$ cat config.mk
export PLATFORM = sky130hd
export DESIGN_NAME = mod_counter_fsm
export DESIGN_NICKNAME = d
export VERILOG_FILES = /design/src/rtl/modcnt_pkg.sv /design/src/rtl/modcnt_prescaler.sv /design/src/rtl/mod_counter_fsm.sv
export SDC_FILE = /design/constraint.sdc
export NUM_CORES = 1
export LEC_CHECK = 0
export BUFFER_PORTS_ARGS = -buffer_cell sky130_fd_sc_hd__clkbuf_2
export CORE_AREA = 4 4 41 43
export DETAILED_ROUTE_END_ITERATION = 6
export DIE_AREA = 0 0 45 47
export PLACE_DENSITY = 0.57
export SKIP_CTS_REPAIR_TIMING = 1
export SKIP_LAST_GASP = 1
export SYNTH_ARGS = -nofsm -noshare
export SYNTH_HDL_FRONTEND = slang
export SYNTH_HIERARCHICAL = 1
export SYNTH_SLANG_ARGS = --single-unit
$ cat constraint.sdc
create_clock -name clk -period 3.8 [get_ports clk]
set_clock_uncertainty 0.1 [all_clocks]
set_input_delay 0.38 -clock clk [delete_from_list [all_inputs] [get_ports clk]]
set_output_delay 0.38 -clock clk [all_outputs]
set_load 0.1 [all_outputs]
$ cat src/rtl/modcnt_pkg.sv
// Shared encodings for the modulo up/down counter FSM: run modes and controller states.
package modcnt_pkg;

  typedef enum logic [1:0] {
    MODE_WRAP    = 2'd0,
    MODE_SAT     = 2'd1,
    MODE_ONESHOT = 2'd2,
    MODE_RSVD    = 2'd3
  } mode_e;

  typedef enum logic [1:0] {
    ST_IDLE = 2'b00,
    ST_RUN  = 2'b01,
    ST_HOLD = 2'b10
  } state_e;

endpackage

$ cat src/rtl/modcnt_prescaler.sv
// Step prescaler for mod_counter_fsm: emits one step_tick per PRESCALE enabled cycles.
// Only instantiated when MODCNT_PRESCALE_EN is defined.
module modcnt_prescaler #(
  parameter int PRESCALE = 4
) (
  input  logic clk,
  input  logic reset,
  input  logic enable,
  input  logic clear,
  output logic step_tick
);

  localparam int CW = (PRESCALE > 1) ? $clog2(PRESCALE) : 1;
  localparam logic [CW-1:0] LAST = CW'(PRESCALE - 1);

  logic [CW-1:0] cnt_q, cnt_d;

  assign step_tick = enable && (cnt_q == LAST);

  always_comb begin
    cnt_d = cnt_q;
    if (clear) begin
      cnt_d = '0;
    end else if (enable) begin
      cnt_d = step_tick ? '0 : cnt_q + CW'(1);
    end
  end

  always_ff @(posedge clk or posedge reset) begin
    if (reset) cnt_q <= '0;
    else       cnt_q <= cnt_d;
  end

endmodule

$ cat src/rtl/mod_counter_fsm.sv
// Modulo up/down counter sequenced by an IDLE/RUN/HOLD state machine, with a registered tc pulse.
// Define MODCNT_PRESCALE_EN to step only once every PRESCALE enabled RUN cycles.
module mod_counter_fsm
  import modcnt_pkg::*;
#(
  parameter int WIDTH    = 2,
  parameter int MODULUS  = 4
`ifdef MODCNT_PRESCALE_EN
  , parameter int PRESCALE = 4
`endif
) (
  input  logic             clk,
  input  logic             reset,
  input  logic             start,
  input  logic             stop,
  input  logic             enable,
  input  logic             up_dn,
  input  logic [1:0]       mode,
  input  logic             load,
  input  logic [WIDTH-1:0] load_val,
  output logic [WIDTH-1:0] count,
  output logic             tc,
  output logic             busy
);

  localparam logic [WIDTH-1:0] MAX_VAL = WIDTH'(MODULUS - 1);
  localparam logic [WIDTH:0]   MOD_EXT = (WIDTH + 1)'(MODULUS);

  state_e           state_q, state_d;
  logic [WIDTH-1:0] count_q, count_d;
  logic             tc_q, tc_d;
  logic             run_en;
  logic             step;
  logic             at_term;

  assign run_en  = (state_q == ST_RUN) && enable;
  assign at_term = up_dn ? (count_q == MAX_VAL) : (count_q == '0);

`ifdef MODCNT_PRESCALE_EN
  logic step_tick;
  logic presc_clear;

  // Load and stop outrank stepping, and entering RUN restarts the step phase.
  assign presc_clear = load || stop || ((state_q == ST_IDLE) && start);

  modcnt_prescaler #(
    .PRESCALE (PRESCALE)
  ) u_prescaler (
    .clk       (clk),
    .reset     (reset),
    .enable    (run_en),
    .clear     (presc_clear),
    .step_tick (step_tick)
  );

  assign step = step_tick;
`else
  assign step = run_en;
`endif

  // NOTE: every variable gets its default before any branch, so no path leaves it unassigned and no latch is inferred.
  always_comb begin
    state_d = state_q;
    count_d = count_q;
    tc_d    = 1'b0;

    if (load) begin
      count_d = ({1'b0, load_val} < MOD_EXT) ? load_val : MAX_VAL;
      if (state_q == ST_HOLD) state_d = ST_RUN;
    end else if (stop && (state_q != ST_IDLE)) begin
      state_d = ST_IDLE;
    end else begin
      case (state_q)
        ST_IDLE: if (start) state_d = ST_RUN;
        ST_RUN: begin
          if (step) begin
            if (!at_term) begin
              count_d = up_dn ? count_q + WIDTH'(1) : count_q - WIDTH'(1);
            end else begin
              tc_d = 1'b1;
              case (mode_e'(mode))
                MODE_SAT: state_d = ST_HOLD;
                MODE_ONESHOT: begin
                  count_d = up_dn ? '0 : MAX_VAL;
                  state_d = ST_IDLE;
                end
                default: count_d = up_dn ? '0 : MAX_VAL;
              endcase
            end
          end
        end
        ST_HOLD: ;
        default: state_d = ST_IDLE;
      endcase
    end
  end

  // NOTE: state registers use non-blocking assignments so every flop samples pre-edge values.
  always_ff @(posedge clk or posedge reset) begin
    if (reset) begin
      state_q <= ST_IDLE;
      count_q <= '0;
      tc_q    <= 1'b0;
    end else begin
      state_q <= state_d;
      count_q <= count_d;
      tc_q    <= tc_d;
    end
  end

  assign count = count_q;
  assign tc    = tc_q;
  assign busy  = (state_q == ST_RUN) || (state_q == ST_HOLD);

endmodule

# --- After elaboration in Yosys (flattened, before gate mapping) ---
# Cells that the tools add are included.
# W data, S select, Z words.
totals:
  regBits: 5
  latchBits: 0
  mem_bits_rw: 0
  romBits: 0
  inputBits: 11
  output_inout_bits: 4
  elab_cells: 50
  n_memories: 0
classes:
  addsub: 2
  n_mul: 0
  n_div: 0
  n_lt_le_gt_ge: 0
  eq_ne: 13
  n_shift: 0
  mux: 22
  bitwise_logic: 0
  n_reduce_logical: 10
op_table:
  columns: ["cell", "n"]
  rows:
  - ["$mux W2", 14]
  - ["$ne A4 B3 Y1 const B", 2]
  - ["$eq A2 B2 Y1 const B", 3]
  - ["$mux W1", 6]
  - ["$ne A3 B3 Y1 const B", 2]
  - ["$pmux W2 S3", 1]
  - ["$reduce_and A6 Y1", 1]
  - ["$reduce_bool A2 Y1", 3]
  - ["$ne A5 B2 Y1 const B", 1]
  - ["$eq A2 B1 Y1 const B", 2]
  - ["$logic_not A2 Y1", 2]
  - ["$ne A4 B4 Y1 const B", 1]
  - ["$pmux W2 S2", 1]
  - ["$reduce_and A4 Y1", 1]
  - ["$add A2 B1 Y2 const B", 1]
  - ["$logic_and A1 B1 Y1", 2]
  - ["$ne A2 B1 Y1 const B", 1]
  - ["$ne A2 B2 Y1 const B", 1]
  - ["$sub A2 B1 Y2 const B", 1]
  - ["$logic_or A1 B1 Y1", 1]

# --- Longest topological paths before layout ---
depth:
  word_depth: 7
  mapped_depth: 6
  depth_no_buf: 6

# --- Worst setup path after synthesis ---
# No wires, ideal clock.
synth_timing:
  path_kind: "register -> register"
  start: "reg count_q[0] (netlist: count[0])"
  end: "reg state_q[1]"
  setup_time_ps: 69
  t_arrival_ps: 1997
  required_time_ps: 3631
  setup_slack_ps: 1633
  stages_incl_launch_ff: 5
  path_buffers: 0
  synth_period_minus_slack_ps: 2167
  path_cell_list: "dfrtp_1 > and3_2 > nor2_1 > or4b_1 > nand3_1"
synth_between:
  elab_chain_len: 4
  elab_cells_between_ends: 5
  cone_classes: "2 x eq/ne; 1 x mux; 2 x reduce/logical"
synth_lines:
  columns: ["element", "line", "text"]
  rows:
  - ["start, declared", "mod_counter_fsm.sv:30", "logic [WIDTH-1:0] count_q, count_d;"]
  - ["start signal, assigned", "mod_counter_fsm.sv:106", "count_q <= count_d;"]
  - ["$eq A2 B2 Y1 / $logic_not A2 Y1 (equally long branches)", "mod_counter_fsm.sv:37", "assign at_term = up_dn ? (count_q == MAX_VAL) : (count_q == '0);"]
  - ["$mux W1 *", "mod_counter_fsm.sv:37", null]
  - ["$ne A4 B3 Y1 (no line) *", null, null]
  - ["$reduce_and A6 Y1 (no line) *", null, null]
  - ["end signal, assigned", "mod_counter_fsm.sv:105", "state_q <= state_d;"]
  - ["end, declared", "mod_counter_fsm.sv:29", "state_e state_q, state_d;"]
# Mark *: on every way between the ends. The rest lies on a longest branch, timed or not.
# A chain may end at the register's enable or synchronous reset.

# --- Worst setup path in the final report ---
layout_timing:
  start: "reg state_q[1]"
  end: "out busy"
layout_between:
  elab_chain_len: 2
  elab_cells_between_ends: 3
  cone_classes: "2 x eq/ne; 1 x reduce/logical"
layout_lines:
  columns: ["element", "line", "text"]
  rows:
  - ["$eq A2 B1 Y1 / $eq A2 B2 Y1 (equally long branches)", "mod_counter_fsm.sv:113", "assign busy = (state_q == ST_RUN) || (state_q == ST_HOLD);"]
  - ["$logic_or A1 B1 Y1 *", "mod_counter_fsm.sv:113", null]
  - ["end, declared", "mod_counter_fsm.sv:23", "output logic busy"]
# Marks and branches as above.

==> results.py <==
metrics = {
    "synth": {
        "yosysMostFrequentCell": "nor2_1",
        "synthMuxAreaShare": 0.02279,
        "synth_xor_area_frac": 0.03989,
        "synth_cell_types": 26,
        "synthTopCellsByCount": "nor2_1, inv_1, dfrtp_1, nand2_1, ha_1",
        "synth_seq_cells": 5,
        "synth_largest_area_cell": "dfrtp_1",
        "synthCells": 55,
        "synth_area_per_cell_um2": 7.985,
        "ys_seq_area_frac": 0.2849,
        "yosys.area_share.adder": 0.1140,
        "synth_top_family_by_area": "simple AND/OR/NAND/NOR gates",
        "synth_area_leaders": "dfrtp_1, ha_1, nor2_1",
        "syn_area_um2": 439.2,
        "synth_edf_count": 0,
        "synth-simple-area-share": 0.2764,
        "ys_warn_count": 6,
        "async_flop_share": 1.000,
        "synth_compound_area_frac": 0.1909,
        "syn_nets": 70,
        "netlist.area_leader.share": 0.2849,
        "ys_dominant_reg_cell": "dfrtp_1",
    },
    "floorplan": {
        "die_y_um": 47,
        "initial_core_util": 0.3375,
        "pin_count": 15,
        "core-area_um2": 1301,
        "chipWidth_um": 45,
        "die_area_um2": 2115,
        "rows": 13,
    },
    "critical_path": {
        "crit_type": "register to output port",
        "endpoint_kind": "output port",
        "crit_arrival_ns": 1.46,
        "critPathLaunchType": "register",
        "crit_fanout": 4,
        "required_ns": 3.32,
    },
    "flow_run": {
        "max_cap_violations": 0,
    },
    "power_and_ir_drop": {
        "p_seq_frac": 0.241,
        "power-per-cell-area_nw_per_um2": 576.5,
        "p_leak_nw": 0.2851,
        "clkPwrFrac": 0.192,
        "net-switching-power_mw": 0.1723,
        "p_comb_frac": 0.567,
        "switching_share": 0.5344,
        "peakVddDrop_mv": 0.4483,
        "intPower_mw": 0.1501,
    },
    "drt": {
        "first_pass_iters": 4,
        "via_count": 451,
        "antenna_left": 0,
        "drt_iter0_drc": 6,
        "avgViaCountPerCell": 5.125,
        "wl_per_cell_um": 11.10,
        "drc_errors": 0,
        "wl_um": 977,
    },
    "placement": {
        "gp_congestion": 0.8637,
        "place_area_um2": 523.0,
        "dpl.hpwl_um": 778,
        "io_buffer_count": 14,
    },
    "global_routing": {
        "grt_overflow": 0,
        "grt_usage": 0.1084,
        "grt_pass1_vias": 416,
        "grt_pass1_wl_um": 1621,
        "antenna_found_initial": 0,
        "grt_max_degree": 13,
    },
    "cts": {
        "path_clk_slew_ns": 0.05,
        "h-tree-depth": 1,
        "cts.path.max_buffers": 2,
        "cts_root_buf": "clkbuf_4",
        "clock_sinks": 5,
        "clk_latency_ns": 0.24,
        "cts_buffers": 3,
        "cts_tree": "built",
    },
    "sta": {
        "period_needed_ns": 1.936,
        "tightest_slew_ns": 0.5409,
        "drv_slew": 0,
        "hold_viol": 0,
        "finalCritPeriodShare": 0.5095,
        "rsz0062_at_grt": "no",
        "relSlewSlack": 0.6409,
        "finalSetupViolations": 0,
        "tns_ns": 0,
        "max_freq_mhz": 516.5,
    },
    "cells_and_area": {
        "nFillCells": 143,
        "fin_nets": 89,
        "area_growth_pct": 27.35,
        "antenna_cells": 0,
        "design_area_um2": 559.3,
        "drive_above_1_share": 0.2740,
    },
    "worst_hold_path": {
        "min_path_type": "input pin to register",
    },
    "run_status": {
        "status": "complete, no violations",
    },
}
## metrics by stage
step                hold WS (ns)  utilization  power [mW]  worst slack (ns)  instances
finish                    0.2478       0.4298      0.3225             1.864         88
global route              0.2590       0.4298      0.3483             1.788         88
CTS                     -0.09067       0.4221      0.3259             1.859         87
detailed placement        0.1728       0.4019      0.2609             1.954         83
global placement          0.1720       0.4019      0.2618             1.946         83
floorplan                0.05852            -      0.2333             1.633         55
## flip-flops by register name, summed over array words and instances, names as in the netlist
| name | count |
|---|---|
| count | 2 |
| state_q | 2 |
| tc | 1 |
## power by group through the flow
stage	sequential [mW]	clock [mW]	combinational, mW
after floorplan	0.113	0	0.121
after global placement	0.0771	0	0.185
after detailed placement	0.0776	0	0.183
after CTS	0.0775	0.0650	0.183
after global routing	0.0798	0.0697	0.199
final	0.0777	0.0619	0.183
## critical path, stage by stage (launching register included)
cell,delay [ns]
dfrtp_1,0.40
inv_1,0.10
ha_1,0.27
clkbuf_2,0.44
## cell usage in the layout, fill, tap and decap left out
| master | netlist | final |
|---|---|---|
| dfrtp_1 | 5 | 5 |
| nand2_1 | 5 | 5 |
| a41oi_1 | 1 | 1 |
| nor2_1 | 8 | 8 |
| clkbuf_1 | 0 | 1 |
| xor2_1 | 1 | 1 |
| o21bai_1 | 1 | 1 |
| nand2b_1 | 1 | 1 |
| a211o_1 | 1 | 1 |
| nor2b_1 | 1 | 1 |
| dlygate4sd3_1 | 0 | 1 |
| nand3_1 | 2 | 2 |
| a22o_2 | 1 | 1 |
| or4b_1 | 1 | 1 |
| a211oi_1 | 2 | 2 |
| nor3_1 | 2 | 2 |
| a31oi_1 | 1 | 1 |
| ha_1 | 4 | 4 |
| inv_1 | 7 | 7 |
| mux2i_1 | 1 | 1 |
| or2b_1 | 1 | 1 |
| and3_2 | 1 | 1 |
| o311ai_0 | 2 | 2 |
| o21ai_0 | 2 | 2 |
| clkbuf_4 | 0 | 3 |
| xnor2_1 | 1 | 1 |
| clkbuf_2 | 0 | 14 |
| nor4_1 | 1 | 1 |
| or2b_2 | 1 | 1 |
## logic make-up after synthesis
logic type                 Yosys count
DFF                                  5
buffers and inverters                8
adders and majority gates            4
and+or+nand+nor                     24
AOI/OAI and AO/OA                   11
muxes                                1
xor gates and xnor gates             2
## worst paths after layout
| path | startpoint | end | slack [ns] | cells past startpoint |
|---|---|---|---|---|
| max | state_q[1]$_DFFE_PP0P_ | busy | 1.86 | 3 |
| min | load_val[1] | count[1]$_DFFE_PP0P_ | 0.25 | 3 |
| max reg2reg | state_q[1]$_DFFE_PP0P_ | state_q[1]$_DFFE_PP0P_ | 1.93 | 6 |
| min reg2reg | state_q[1]$_DFFE_PP0P_ | state_q[1]$_DFFE_PP0P_ | 0.51 | 2 |
| max in group asynchronous | reset | state_q[0]$_DFFE_PP0P_ | 2.96 | 3 |
| min in group asynchronous | reset | state_q[1]$_DFFE_PP0P_ | 0.47 | 3 |
## final cells by class
cell class                 count  area [µm²]  area share
multi-input combinational     42       282.8      0.5056
sequential                     5       125.1      0.2237
timing repair buffer          15       80.08      0.1432
clock buffer                   4       26.28     0.04698
inverter                       7       26.28     0.04698
tap                           15       18.77     0.03356
## layer usage
metal | vias up | track usage | part of all wire | wire, µm
li1 | 230 | - | - | -
met1 | 204 | 0.1279 | 0.47 | 458
met2 | 15 | 0.1780 | 0.45 | 438
met3 | 2 | 0.03448 | 0.075 | 73
met4 | 0 | 0.05263 | 0.0061 | 6
met5 | - | 0 | 0 | 0
Note: power is estimated with default switching activity, not from simulation.
